--- src/rtl/motion_box_overlay_pkg.sv ---
// Shared image_process types: RGB pixel struct, fixed colours and width helpers
// used by the motion box overlay and its tracker.
package image_process_pkg;

   typedef struct packed {
      logic [7:0] r;
      logic [7:0] g;
      logic [7:0] b;
   } rgb_t;

   localparam rgb_t COLOR_BLACK = '{r: 8'h00, g: 8'h00, b: 8'h00};
   localparam rgb_t COLOR_RED   = '{r: 8'hFF, g: 8'h00, b: 8'h00};

   // Width of a coordinate that counts 0..n-1 (never narrower than 1 bit)
   function automatic int coord_w(input int n);
      return (n > 1) ? $clog2(n) : 1;
   endfunction

   function automatic int count_w(input int n);
      return $clog2(n + 1);
   endfunction

endpackage

--- src/rtl/motion_box_overlay_if.sv ---
// Pixel-in / overlay-out bundle of the motion box overlay; the source side uses
// master, the overlay block uses slave.
interface motion_box_overlay_if
   import image_process_pkg::*;
#(
   parameter int IMG_W = 640,
   parameter int IMG_H = 480,
   parameter int DW    = 10,
   parameter int GW    = 8
);
   localparam int XW = coord_w(IMG_W);
   localparam int YW = coord_w(IMG_H);
   localparam int CW = count_w(IMG_W * IMG_H);

   logic          in_valid;
   logic          in_sof;
   logic [DW-1:0] cur_value;
   logic [DW-1:0] bg_value;
   logic [GW-1:0] gray;
   logic [DW-1:0] threshold;
   logic [CW-1:0] min_count;
   rgb_t          box_color;

   logic          out_valid;
   logic          out_sof;
   rgb_t          out_rgb;
   logic          box_valid;
   logic [XW-1:0] box_x1;
   logic [XW-1:0] box_x2;
   logic [YW-1:0] box_y1;
   logic [YW-1:0] box_y2;
   logic [CW-1:0] motion_count;
   logic          frame_done;

   modport master (
      output in_valid, in_sof, cur_value, bg_value, gray, threshold, min_count, box_color,
      input  out_valid, out_sof, out_rgb, box_valid, box_x1, box_x2, box_y1, box_y2,
             motion_count, frame_done
   );

   modport slave (
      input  in_valid, in_sof, cur_value, bg_value, gray, threshold, min_count, box_color,
      output out_valid, out_sof, out_rgb, box_valid, box_x1, box_x2, box_y1, box_y2,
             motion_count, frame_done
   );
endinterface

--- src/rtl/motion_box_overlay_tracker.sv ---
// Per-frame motion bounding box and motion count; latches box/count/valid and
// pulses frame_done after the last pixel of a frame, sof discards a partial frame.
module motion_box_tracker
   import image_process_pkg::*;
#(
   parameter int IMG_W  = 640,
   parameter int IMG_H  = 480,
   parameter int MARGIN = 5,
   localparam int XW = coord_w(IMG_W),
   localparam int YW = coord_w(IMG_H),
   localparam int CW = count_w(IMG_W * IMG_H)
) (
   input  logic          clk,
   input  logic          rst,
   input  logic          i_valid,
   input  logic          i_sof,
   input  logic [XW-1:0] i_x,
   input  logic [YW-1:0] i_y,
   input  logic          i_motion,
   input  logic [CW-1:0] i_min_count,
   output logic          o_box_valid,
   output logic [XW-1:0] o_box_x1,
   output logic [XW-1:0] o_box_x2,
   output logic [YW-1:0] o_box_y1,
   output logic [YW-1:0] o_box_y2,
   output logic [CW-1:0] o_motion_count,
   output logic          o_frame_done
);
   localparam logic [XW-1:0] X_LAST = XW'(IMG_W - 1);
   localparam logic [YW-1:0] Y_LAST = YW'(IMG_H - 1);

   logic [XW-1:0] r_x1, r_x2, w_x1, w_x2;
   logic [YW-1:0] r_y1, r_y2, w_y1, w_y2;
   logic [CW-1:0] r_cnt, w_cnt;
   logic          w_in_margin, w_last;

   assign w_in_margin = (int'(i_x) >= MARGIN) && (int'(i_x) < IMG_W - MARGIN) &&
                        (int'(i_y) >= MARGIN) && (int'(i_y) < IMG_H - MARGIN);
   assign w_last      = (i_x == X_LAST) && (i_y == Y_LAST);

   // Working box after this pixel; a sof pixel starts from the empty box
   always_comb begin
      w_x1  = i_sof ? X_LAST : r_x1;
      w_x2  = i_sof ? '0     : r_x2;
      w_y1  = i_sof ? Y_LAST : r_y1;
      w_y2  = i_sof ? '0     : r_y2;
      w_cnt = i_sof ? '0     : r_cnt;
      if (i_motion && w_in_margin) begin
         if (i_x < w_x1) w_x1 = i_x;
         if (i_x > w_x2) w_x2 = i_x;
         if (i_y < w_y1) w_y1 = i_y;
         if (i_y > w_y2) w_y2 = i_y;
      end
      if (i_motion && (w_cnt != '1)) w_cnt = w_cnt + CW'(1);
   end

   always_ff @(posedge clk or negedge rst) begin
      if (!rst) begin
         r_x1           <= X_LAST;
         r_x2           <= '0;
         r_y1           <= Y_LAST;
         r_y2           <= '0;
         r_cnt          <= '0;
         o_box_valid    <= 1'b0;
         o_box_x1       <= '0;
         o_box_x2       <= '0;
         o_box_y1       <= '0;
         o_box_y2       <= '0;
         o_motion_count <= '0;
         o_frame_done   <= 1'b0;
      end else begin
         o_frame_done <= 1'b0;
         if (i_valid) begin
            if (w_last) begin
               o_box_x1       <= w_x1;
               o_box_x2       <= w_x2;
               o_box_y1       <= w_y1;
               o_box_y2       <= w_y2;
               o_motion_count <= w_cnt;
               o_box_valid    <= (w_cnt >= i_min_count);
               o_frame_done   <= 1'b1;
               r_x1           <= X_LAST;
               r_x2           <= '0;
               r_y1           <= Y_LAST;
               r_y2           <= '0;
               r_cnt          <= '0;
            end else begin
               r_x1  <= w_x1;
               r_x2  <= w_x2;
               r_y1  <= w_y1;
               r_y2  <= w_y2;
               r_cnt <= w_cnt;
            end
         end
      end
   end

endmodule

--- src/rtl/motion_box_overlay.sv ---
// Three-stage motion threshold + box overlay pipeline. Optional red highlight of
// motion pixels is enabled by defining MOTION_HIGHLIGHT_EN.
module motion_box_overlay
   import image_process_pkg::*;
#(
   parameter int IMG_W  = 640,
   parameter int IMG_H  = 480,
   parameter int DW     = 10,
   parameter int GW     = 8,
   parameter int MARGIN = 5,
   parameter int BORDER = 10,
   localparam int XW = coord_w(IMG_W),
   localparam int YW = coord_w(IMG_H),
   localparam int CW = count_w(IMG_W * IMG_H)
) (
   input logic clk,
   input logic rst,
   motion_box_overlay_if.slave bus
);
   localparam logic [XW-1:0] X_LAST = XW'(IMG_W - 1);
   localparam logic [YW-1:0] Y_LAST = YW'(IMG_H - 1);

   logic [XW-1:0] r_x, w_px;
   logic [YW-1:0] r_y, w_py;

   logic          r_s1_valid, r_s1_sof;
   logic [XW-1:0] r_s1_x;
   logic [YW-1:0] r_s1_y;
   logic [DW-1:0] r_s1_cur, r_s1_bg, r_s1_thr;
   logic [GW-1:0] r_s1_gray;
   logic [CW-1:0] r_s1_minc;
   rgb_t          r_s1_color;

   logic          r_s2_valid, r_s2_sof, r_s2_motion;
   logic [XW-1:0] r_s2_x;
   logic [YW-1:0] r_s2_y;
   logic [GW-1:0] r_s2_gray;
   logic [CW-1:0] r_s2_minc;
   rgb_t          r_s2_color;

   logic          r_out_valid, r_out_sof;
   rgb_t          r_out_rgb;

   logic [DW-1:0] w_abs;
   logic [7:0]    w_gray8;
   logic          w_border, w_on_outline;
   rgb_t          w_rgb;
   logic          w_box_valid, w_frame_done;
   logic [XW-1:0] w_box_x1, w_box_x2;
   logic [YW-1:0] w_box_y1, w_box_y2;
   logic [CW-1:0] w_motion_count;

   // sof pins the current pixel to (0,0) so a misaligned stream resynchronises
   assign w_px = bus.in_sof ? '0 : r_x;
   assign w_py = bus.in_sof ? '0 : r_y;

   always_ff @(posedge clk or negedge rst) begin
      if (!rst) begin
         r_x <= '0;
         r_y <= '0;
      end else if (bus.in_valid) begin
         if (w_px == X_LAST) begin
            r_x <= '0;
            r_y <= (w_py == Y_LAST) ? '0 : w_py + YW'(1);
         end else begin
            r_x <= w_px + XW'(1);
            r_y <= w_py;
         end
      end
   end

   assign w_abs = (r_s1_cur >= r_s1_bg) ? (r_s1_cur - r_s1_bg) : (r_s1_bg - r_s1_cur);

   always_ff @(posedge clk or negedge rst) begin
      if (!rst) begin
         r_s1_valid  <= 1'b0;
         r_s1_sof    <= 1'b0;
         r_s1_x      <= '0;
         r_s1_y      <= '0;
         r_s1_cur    <= '0;
         r_s1_bg     <= '0;
         r_s1_thr    <= '0;
         r_s1_gray   <= '0;
         r_s1_minc   <= '0;
         r_s1_color  <= COLOR_BLACK;
         r_s2_valid  <= 1'b0;
         r_s2_sof    <= 1'b0;
         r_s2_motion <= 1'b0;
         r_s2_x      <= '0;
         r_s2_y      <= '0;
         r_s2_gray   <= '0;
         r_s2_minc   <= '0;
         r_s2_color  <= COLOR_BLACK;
         r_out_valid <= 1'b0;
         r_out_sof   <= 1'b0;
         r_out_rgb   <= COLOR_BLACK;
      end else begin
         r_s1_valid  <= bus.in_valid;
         r_s1_sof    <= bus.in_valid & bus.in_sof;
         r_s1_x      <= w_px;
         r_s1_y      <= w_py;
         r_s1_cur    <= bus.cur_value;
         r_s1_bg     <= bus.bg_value;
         r_s1_thr    <= bus.threshold;
         r_s1_gray   <= bus.gray;
         r_s1_minc   <= bus.min_count;
         r_s1_color  <= bus.box_color;
         r_s2_valid  <= r_s1_valid;
         r_s2_sof    <= r_s1_sof;
         r_s2_motion <= r_s1_valid && (w_abs > r_s1_thr);
         r_s2_x      <= r_s1_x;
         r_s2_y      <= r_s1_y;
         r_s2_gray   <= r_s1_gray;
         r_s2_minc   <= r_s1_minc;
         r_s2_color  <= r_s1_color;
         r_out_valid <= r_s2_valid;
         r_out_sof   <= r_s2_valid & r_s2_sof;
         r_out_rgb   <= w_rgb;
      end
   end

   motion_box_tracker #(
      .IMG_W (IMG_W),
      .IMG_H (IMG_H),
      .MARGIN(MARGIN)
   ) u_tracker (
      .clk           (clk),
      .rst           (rst),
      .i_valid       (r_s2_valid),
      .i_sof         (r_s2_sof),
      .i_x           (r_s2_x),
      .i_y           (r_s2_y),
      .i_motion      (r_s2_motion),
      .i_min_count   (r_s2_minc),
      .o_box_valid   (w_box_valid),
      .o_box_x1      (w_box_x1),
      .o_box_x2      (w_box_x2),
      .o_box_y1      (w_box_y1),
      .o_box_y2      (w_box_y2),
      .o_motion_count(w_motion_count),
      .o_frame_done  (w_frame_done)
   );

   if (GW >= 8) begin : g_gray_trunc
      assign w_gray8 = r_s2_gray[GW-1 -: 8];
   end else begin : g_gray_pad
      assign w_gray8 = {r_s2_gray, {(8 - GW){1'b0}}};
   end

   assign w_border = (int'(r_s2_x) < BORDER) || (int'(r_s2_x) >= IMG_W - BORDER) ||
                     (int'(r_s2_y) < BORDER) || (int'(r_s2_y) >= IMG_H - BORDER);

   // Box latched at the end of the previous frame; tracker updates after this pixel
   assign w_on_outline = w_box_valid &&
      ((((r_s2_y == w_box_y1) || (r_s2_y == w_box_y2)) &&
        (r_s2_x >= w_box_x1) && (r_s2_x <= w_box_x2)) ||
       (((r_s2_x == w_box_x1) || (r_s2_x == w_box_x2)) &&
        (r_s2_y > w_box_y1) && (r_s2_y < w_box_y2)));

   // Lowest priority first; later assignments override
   always_comb begin
      w_rgb = {w_gray8, w_gray8, w_gray8};
      if (w_on_outline) w_rgb = r_s2_color;
`ifdef MOTION_HIGHLIGHT_EN
      if (r_s2_motion) w_rgb = COLOR_RED;
`endif
      if (w_border || !r_s2_valid) w_rgb = COLOR_BLACK;
   end

   assign bus.out_valid    = r_out_valid;
   assign bus.out_sof      = r_out_sof;
   assign bus.out_rgb      = r_out_rgb;
   assign bus.box_valid    = w_box_valid;
   assign bus.box_x1       = w_box_x1;
   assign bus.box_x2       = w_box_x2;
   assign bus.box_y1       = w_box_y1;
   assign bus.box_y2       = w_box_y2;
   assign bus.motion_count = w_motion_count;
   assign bus.frame_done   = w_frame_done;

endmodule

--- src/flat_wrapper.sv ---
// flat-port wrapper written by rule: the top's interface ports become plain ports
module motion_box_overlay_flat import image_process_pkg::*;
#(
   parameter int IMG_W  = 640,
   parameter int IMG_H  = 480,
   parameter int DW     = 10,
   parameter int GW     = 8,
   parameter int MARGIN = 5,
   parameter int BORDER = 10,
   localparam int XW = coord_w(IMG_W),
   localparam int YW = coord_w(IMG_H),
   localparam int CW = count_w(IMG_W * IMG_H)
)
  (clk, rst, bus_in_valid, bus_in_sof, bus_cur_value, bus_bg_value, bus_gray, bus_threshold, bus_min_count, bus_box_color, bus_out_valid, bus_out_sof, bus_out_rgb, bus_box_valid, bus_box_x1, bus_box_x2, bus_box_y1, bus_box_y2, bus_motion_count, bus_frame_done);
  motion_box_overlay_if #(.IMG_W(IMG_W), .IMG_H(IMG_H), .DW(DW), .GW(GW)) bus_i ();
  input logic clk;
  input logic rst;
  input wire logic [$bits(bus_i.in_valid)-1:0] bus_in_valid;
  input wire logic [$bits(bus_i.in_sof)-1:0] bus_in_sof;
  input wire logic [$bits(bus_i.cur_value)-1:0] bus_cur_value;
  input wire logic [$bits(bus_i.bg_value)-1:0] bus_bg_value;
  input wire logic [$bits(bus_i.gray)-1:0] bus_gray;
  input wire logic [$bits(bus_i.threshold)-1:0] bus_threshold;
  input wire logic [$bits(bus_i.min_count)-1:0] bus_min_count;
  input wire logic [$bits(bus_i.box_color)-1:0] bus_box_color;
  output wire logic [$bits(bus_i.out_valid)-1:0] bus_out_valid;
  output wire logic [$bits(bus_i.out_sof)-1:0] bus_out_sof;
  output wire logic [$bits(bus_i.out_rgb)-1:0] bus_out_rgb;
  output wire logic [$bits(bus_i.box_valid)-1:0] bus_box_valid;
  output wire logic [$bits(bus_i.box_x1)-1:0] bus_box_x1;
  output wire logic [$bits(bus_i.box_x2)-1:0] bus_box_x2;
  output wire logic [$bits(bus_i.box_y1)-1:0] bus_box_y1;
  output wire logic [$bits(bus_i.box_y2)-1:0] bus_box_y2;
  output wire logic [$bits(bus_i.motion_count)-1:0] bus_motion_count;
  output wire logic [$bits(bus_i.frame_done)-1:0] bus_frame_done;
  assign bus_i.in_valid = bus_in_valid;
  assign bus_i.in_sof = bus_in_sof;
  assign bus_i.cur_value = bus_cur_value;
  assign bus_i.bg_value = bus_bg_value;
  assign bus_i.gray = bus_gray;
  assign bus_i.threshold = bus_threshold;
  assign bus_i.min_count = bus_min_count;
  assign bus_i.box_color = bus_box_color;
  assign bus_out_valid = bus_i.out_valid;
  assign bus_out_sof = bus_i.out_sof;
  assign bus_out_rgb = bus_i.out_rgb;
  assign bus_box_valid = bus_i.box_valid;
  assign bus_box_x1 = bus_i.box_x1;
  assign bus_box_x2 = bus_i.box_x2;
  assign bus_box_y1 = bus_i.box_y1;
  assign bus_box_y2 = bus_i.box_y2;
  assign bus_motion_count = bus_i.motion_count;
  assign bus_frame_done = bus_i.frame_done;
  motion_box_overlay #(.IMG_W(IMG_W), .IMG_H(IMG_H), .DW(DW), .GW(GW), .MARGIN(MARGIN), .BORDER(BORDER)) u_core (.clk(clk), .rst(rst), .bus(bus_i));
endmodule
--- config.mk ---
export PLATFORM = sky130hd
export DESIGN_NAME = motion_box_overlay_flat
export DESIGN_NICKNAME = d
export VERILOG_FILES = /design/src/rtl/motion_box_overlay_pkg.sv /design/src/rtl/motion_box_overlay_if.sv /design/src/rtl/motion_box_overlay_tracker.sv /design/src/rtl/motion_box_overlay.sv /design/src/flat_wrapper.sv
export SDC_FILE = /design/constraint.sdc
export NUM_CORES = 1
export LEC_CHECK = 0
export ABC_CLOCK_PERIOD_IN_PS = 4900
export BUFFER_PORTS_ARGS = -buffer_cell sky130_fd_sc_hd__buf_4
export CORE_UTILIZATION = 50
export CTS_CLUSTER_DIAMETER = 40
export DETAILED_ROUTE_END_ITERATION = 10
export PLACE_DENSITY_LB_ADDON = 0.3
export SLEW_MARGIN = 20
export SYNTH_ARGS = -nofsm -noshare
export SYNTH_HDL_FRONTEND = slang
export SYNTH_SLANG_ARGS = --single-unit
--- constraint.sdc ---
create_clock -name clk -period 4.9 [get_ports clk]
set_input_delay 0 -clock clk [delete_from_list [all_inputs] [get_ports clk]]
set_output_delay 0 -clock clk [all_outputs]
set_load 0.01 [all_outputs]
## Word-level counts from Yosys, hierarchy flattened

Cells that the tools add are included.

| word-level totals | value |
|---|---|
| flip-flop bits (word level) | 336 |
| input port bits | 85 |
| output and inout port bits | 85 |
| word-level logic and storage cells | 126 |

| cells by class | value |
|---|---|
| add/sub/neg operators | 5 |
| order comparisons | 19 |
| eq/ne operators | 9 |
| mux-type cells | 29 |
| bitwise gates (word level) | 2 |
| reduce and logical (&&, ||, !) cells | 21 |

Operators by type and width:

| cell | count |
|---|---|
| $mux W10 | 11 |
| $mux W9 | 11 |
| $mux W19 | 3 |
| $mux W24 | 2 |
| $eq A10 B10 Y1 | 2 |
| $eq A10 B10 Y1 const B | 2 |
| $ge A10 B10 Y1 | 2 |
| $gt A10 B10 Y1 | 2 |
| $sub A10 B10 Y10 | 2 |
| $add A19 B1 Y19 const B | 1 |
| $ge A19 B19 Y1 | 1 |
| $ne A19 B19 Y1 const B | 1 |
| $eq A9 B9 Y1 | 2 |
| $eq A9 B9 Y1 const B | 2 |
| $gt A9 B9 Y1 | 2 |
| $lt A9 B9 Y1 | 2 |
| $logic_and A1 B1 Y1 | 12 |
| $add A10 B1 Y10 const B | 1 |
| $ge A10 B10 Y1 const B | 1 |
| $ge A10 B3 Y1 const B | 1 |
| $le A10 B10 Y1 | 1 |
| $lt A10 B10 Y1 | 1 |
| $lt A10 B10 Y1 const B | 1 |
| $lt A10 B4 Y1 const B | 1 |
| other kinds (10) | 18 |

## Logic depth before layout (Yosys ltp)

| logic depth | value |
|---|---|
| word-level depth | 8 |
| depth in mapped cells | 16 |
| depth with buffers taken out | 16 |

## Hierarchy

From an unflattened synthesis, not the netlist that was laid out.

| unflattened totals | value |
|---|---|
| cell total of the unflattened synthesis | 1419 |
| area total of the unflattened synthesis | 15578.7 sq um |

By module, submodules not included:

| module | instances | cells each | area an instance (sq um) | sequential area each (sq um) |
|---|---|---|---|---|
| motion_box_overlay | 1 | 723 | 8912.3 | 5505.3 |
| motion_box_tracker | 1 | 696 | 6666.4 | 2922.8 |

## Worst setup path before layout

No wires, ideal clock.

| timing | value |
|---|---|
| path type | flip-flop to flip-flop |
| start point | reg u_core.r_s2_sof |
| end point | reg u_core.u_tracker.o_box_valid |
| setup time | 0.126 ns |
| arrival | 3.299 ns |
| required time | 4.774 ns |
| setup slack | 1.475 ns |
| stages on the path, launching flop included | 17 |
| path buffers | 2 |
| period minus slack after synthesis | 3.425 ns |
| cells stage by stage | dfrtp_1 clkbuf_1 nor2b_1 ha_1 and3_1 clkbuf_1 a31oi_1 nand3_1 xnor2_1 nor2_1 ha_1 a21o_1 a21o_1 a221o_1 a211oi_1 a311o_1 o21ai_0 |

| on the way | value |
|---|---|
| longest elaborated chain between the ends | 5 |
| elaborated cells between the ends (all ways) | 6 |
| those cells by class | add/sub: 1; order compare: 1; eq/ne: 1; mux: 2; reduce/logical: 1 |

Ends and longest elaborated chain:

| item | RTL line | source |
|---|---|---|
| from (decl) | motion_box_overlay.sv:34 | `logic r_s2_valid, r_s2_sof, r_s2_motion;` |
| from (signal assigned) | motion_box_overlay.sv:109 | `r_s2_sof <= r_s1_sof;` |
| $mux W19 (*) | motion_box_overlay_tracker.sv:47 | `w_cnt = i_sof ? '0 : r_cnt;` |
| branches (longest 2 deep; another with $add A19 B1 Y19) | - |  |
| $mux W19 (*) | motion_box_overlay_tracker.sv:54 | `if (i_motion && (w_cnt != '1)) w_cnt = w_cnt + CW'(1);` |
| named net u_core.u_tracker.w_cnt[7] | motion_box_overlay_tracker.sv:34 | `logic [CW-1:0] r_cnt, w_cnt;` |
| $ge A19 B19 Y1 (*) | motion_box_overlay_tracker.sv:80 | `o_box_valid <= (w_cnt >= i_min_count);` |
| to (signal assigned) | motion_box_overlay_tracker.sv:80 |  |
| to (decl) | motion_box_overlay_tracker.sv:21 | `output logic o_box_valid,` |

Mark *: on every way through the listed nets, which the timed path passes.
A chain may end at the register's enable or synchronous reset.

## Final worst setup path

Same ends and word-level chain as after synthesis.

==> results by group <==
STA
  • Final number of setup-violating endpoints: 0
  • Ratio of final minimum period to clock period: 0.850
  • Worst-case setup margin in the final layout: around 0.74 ns
  • Fin crit period: 4.16 ns
  • Maximum clock frequency: 240 MHz
  • Tightest Pin Transition: 1.01 ns
  • Final hold violation count: 0
  • Final Max Tran Viols: 0
  • Post-Route Setup TNS: 0 ns
  • Clk_skew: 0.0199 ns
  • Unrepaired setup endpoints after global routing: false
  • Relative slew slack: 0.328

Critical path
  • Worst path max stage delay: 0.68 ns
  • Worst R2R Path Depth: 14
  • Cell with the biggest individual delay on the critical path: sky130_fd_sc_hd__dfrtp_1
  • Worst-path maximum fanout: 24
  • Critical Path AT: 4.58 ns
  • Kind of critical path: flip-flop to flip-flop
  • Cell-by-cell trace of the critical path: nor2b_1 > ha_1 > nand4_1 > a21oi_1 > a311oi_1 > a41oi_1 > inv_1 > ha_1 > a21o_1 > a21o_1 > a221o_1 > a211oi_1 > a311o_1 > o21ai_0
  • Critical path capture point type: flip-flop
  • Worst r2r dst: u_core.u_tracker.o_box_valid
  • Crit path buffers/inverters: 1
  • Kind of cell with the highest combined delay on the critical path: compound AO/OA/AOI/OAI gates
  • Flop-to-flop setup slack: ~0.74 ns
  • Startpoint of the worst-slack reg-to-reg timing path: u_core.r_s2_sof
  • Required time reported for the critical path endpoint: 5.32 ns
  • Startpoint kind of the worst setup timing path: flip-flop

Clock network
  • Post-CTS clock slew at the launch and capture registers of the worst setup and hold paths: approximately 0.060 ns
  • Hold Buf Count CTS: 84
  • TritonCTS clock tree: built
  • H-tree levels: 2
  • Clock network latency to the later pin of the worst-skew pair: 0.55 ns
  • Post-CTS setup buffer count: 0
  • Number of cells upsized or downsized after cts: 0
  • Num CTS Buffers: 45
  • CTS Sinks: 336
  • Deepest clock path buffer count: 3
  • Cell at the root of the clock tree: sky130_fd_sc_hd__clkbuf_16

Detailed routing
  • Initial DRT Pass Iterations: 5
  • Routed vias/inst: 5.51
  • Total via count after detailed routing: ~12000
  • Total Routed Length: 36700 um
  • Post-route ant nets: 0
  • Violation count after the first detailed-routing iteration: 903
  • Count of unresolved DRC violations after routing: 0
  • Average wire per cell in the routed design: 17.4 um

Logic synthesis
  • Post-Syn Area: 0.0154 mm^2
  • Number of nets produced by synthesis: 1630
  • Post-synthesis xor/xnor area fraction: 0.0136
  • Multiplexer area fraction after synthesis: 0.0307
  • Dominant combinational cell family by area after synthesis: compound AO/OA/AOI/OAI gates
  • Most area-hungry cell type in the Yosys netlist: sky130_fd_sc_hd__dfrtp_1
  • Post-synth ARST share: 1.00
  • Share of the synthesized area in compound gates (AO/OA/AOI/OAI): 0.138
  • Most frequent cells after synthesis: sky130_fd_sc_hd__dfrtp_1, sky130_fd_sc_hd__nand2_1, sky130_fd_sc_hd__ha_1, sky130_fd_sc_hd__inv_1, sky130_fd_sc_hd__o21ai_0
  • Flops & latches, synth: 336
  • Post-synthesis sequential area ratio: 0.547
  • Area share of the leading cell type in the synthesized netlist: 0.520
  • Library cell with the highest instance count after synthesis: sky130_fd_sc_hd__dfrtp_1
  • Adder-Cell Fraction of Synth Area: 0.104
  • Number of synthesized flops with an enable pin: 0
  • YS warnings: 0
  • Area contributors post-synth: sky130_fd_sc_hd__dfrtp_1, sky130_fd_sc_hd__ha_1, sky130_fd_sc_hd__nand2_1
  • Post-Synth Simple-Gate Area: 0.124
  • Number of distinct library cell variants in the gate-level netlist after synthesis: 79
  • Average instance area after synthesis: 10.9 um^2
  • Post-synthesis cell count: 1418
  • Top flip-flop cell by instance count after synthesis: sky130_fd_sc_hd__dfrtp_1

Layout
  • Area Growth Syn to Fin: 27.4%
  • Share of cells above drive strength 1: 0.186
  • Layout net count: 1896

Global routing
  • Maximum number of pins on one net before global-route repair: 130
  • Residual overflow from global routing: 0
  • Global-route wire length before repair: 60000 um
  • All-layer global routing usage: 0.240
  • Initial antenna violation count: 0
  • Number of global-route vias before repair: 11899

Floorplanning
  • Horizontal die dimension: 178 um
  • Std-Cell Core Area: 0.0300 mm^2
  • Initial core utilization: 0.514
  • Standard-cell rows: 63
  • Die Y-Extent: 178 um
  • Top-Level Pins: 170
  • Die area: 0.0315 mm^2

Outcome
  • Outcome: complete, no violations

Placement
  • Detailed placer's ending HPWL: 24600 um
  • Global placement routability congestion: 0.877
  • Number of buffers added on ports: 169
  • Post-Place Worst Slack: 0.803 ns

Power
  • Cell Pwr Density: 353 mW/mm^2
  • Leakage power: about 9.4 nW
  • IR drop worst, VDD: 339 uV

Run
  • Count of max-cap constraint violations: 0

Min path
  • HP Class: primary input to asynchronous set/reset pin
==> cells in the final DEF, fill, tap and decap left out, types with 17 or more instances in the layout <==
| cell | Yosys | final |
|---|---|---|
| sky130_fd_sc_hd__a21o_1 | 29 | 29 |
| sky130_fd_sc_hd__a21oi_1 | 77 | 76 |
| sky130_fd_sc_hd__buf_4 | 0 | 180 |
| sky130_fd_sc_hd__clkbuf_16 | 0 | 46 |
| sky130_fd_sc_hd__dfrtp_1 | 320 | 320 |
| sky130_fd_sc_hd__dlygate4sd3_1 | 0 | 84 |
| sky130_fd_sc_hd__ha_1 | 125 | 125 |
| sky130_fd_sc_hd__inv_1 | 123 | 123 |
| sky130_fd_sc_hd__mux2_2 | 18 | 18 |
| sky130_fd_sc_hd__mux2i_1 | 27 | 27 |
| sky130_fd_sc_hd__nand2_1 | 143 | 143 |
| sky130_fd_sc_hd__nand3_1 | 42 | 42 |
| sky130_fd_sc_hd__nand4_1 | 24 | 24 |
| sky130_fd_sc_hd__nor2_1 | 60 | 60 |
| sky130_fd_sc_hd__nor2b_1 | 32 | 32 |
| sky130_fd_sc_hd__o21ai_0 | 106 | 106 |
| sky130_fd_sc_hd__xnor2_1 | 17 | 17 |
==> routing by layer <==
layer  routed length, um  up-vias  part of all wire  GRT usage
met5                   0        -                 0          0
met4                1000        0             0.027     0.0869
met3                1710       70             0.047     0.0308
met2               18400      345              0.50      0.411
met1               15600     5697              0.42      0.311
li1                    -     5525                 -          -
==> flip-flops by register name, indices dropped and copies added (netlist names), 19 cells and up <==
signal / flops
u_core.bus.out_rgb: 24
u_core.r_s1_color: 24
u_core.r_s1_minc: 19
u_core.r_s2_color: 24
u_core.r_s2_minc: 19
u_core.u_tracker.o_motion_count: 19
u_core.u_tracker.r_cnt: 19
==> cell families after synthesis <==
family | Yosys count
AO/OA/AOI/OAI | 334
multiplexers | 45
adder cells (fa/ha/maj) | 127
flip-flops | 336
XOR/XNOR | 24
AND/OR/NAND/NOR | 381
buffers and inverters | 171
==> worst max-delay path by stage <==
stage                          from                            to  slack, ns  cells after the start
global route        u_core.r_s2_sof  u_core.u_tracker.o_box_valid       0.51                     14
CTS                 u_core.r_s2_sof  u_core.u_tracker.o_box_valid       0.80                     14
finish              u_core.r_s2_sof  u_core.u_tracker.o_box_valid       0.74                     14
floorplan           u_core.r_s2_sof  u_core.u_tracker.o_box_valid       1.47                     16
detailed placement  u_core.r_s2_sof  u_core.u_tracker.o_box_valid       0.80                     14
global placement    u_core.r_s2_sof  u_core.u_tracker.o_box_valid       1.04                     14
==> report_power, final <==
part	total (mW)	internal (mW)	switching, mW
registers	2.92	2.86	0.0588
logic	0.553	0.257	0.296
clock network	3.46	2.15	1.31
total	6.93	5.26	1.66
==> layout make-up <==
class	count	area, um^2
diodes	1	2.50
clock buffers	52	1210
clock inverters	31	420
fillers	2253	10300
inverters	124	465
multi-input cells	911	6380
flip-flops and latches	336	8430
well taps	390	488
repair buffers	266	2230
==> metrics by stage <==
stage               power (mW)  hold slack, ns  utilization  cell area [um^2]  std cells
detailed placement        3.46           0.110        0.571             17100       1942
global placement          3.43           0.109        0.571             17100       1942
global route              7.19          0.0876        0.655             19600       2110
CTS                       6.97          0.0858        0.654             19600       2109
floorplan                 3.24          -0.296            -             15400       1418
finish                    6.93          0.0954        0.655             19600       2111
Note: power is estimated with default switching activity, not from simulation.
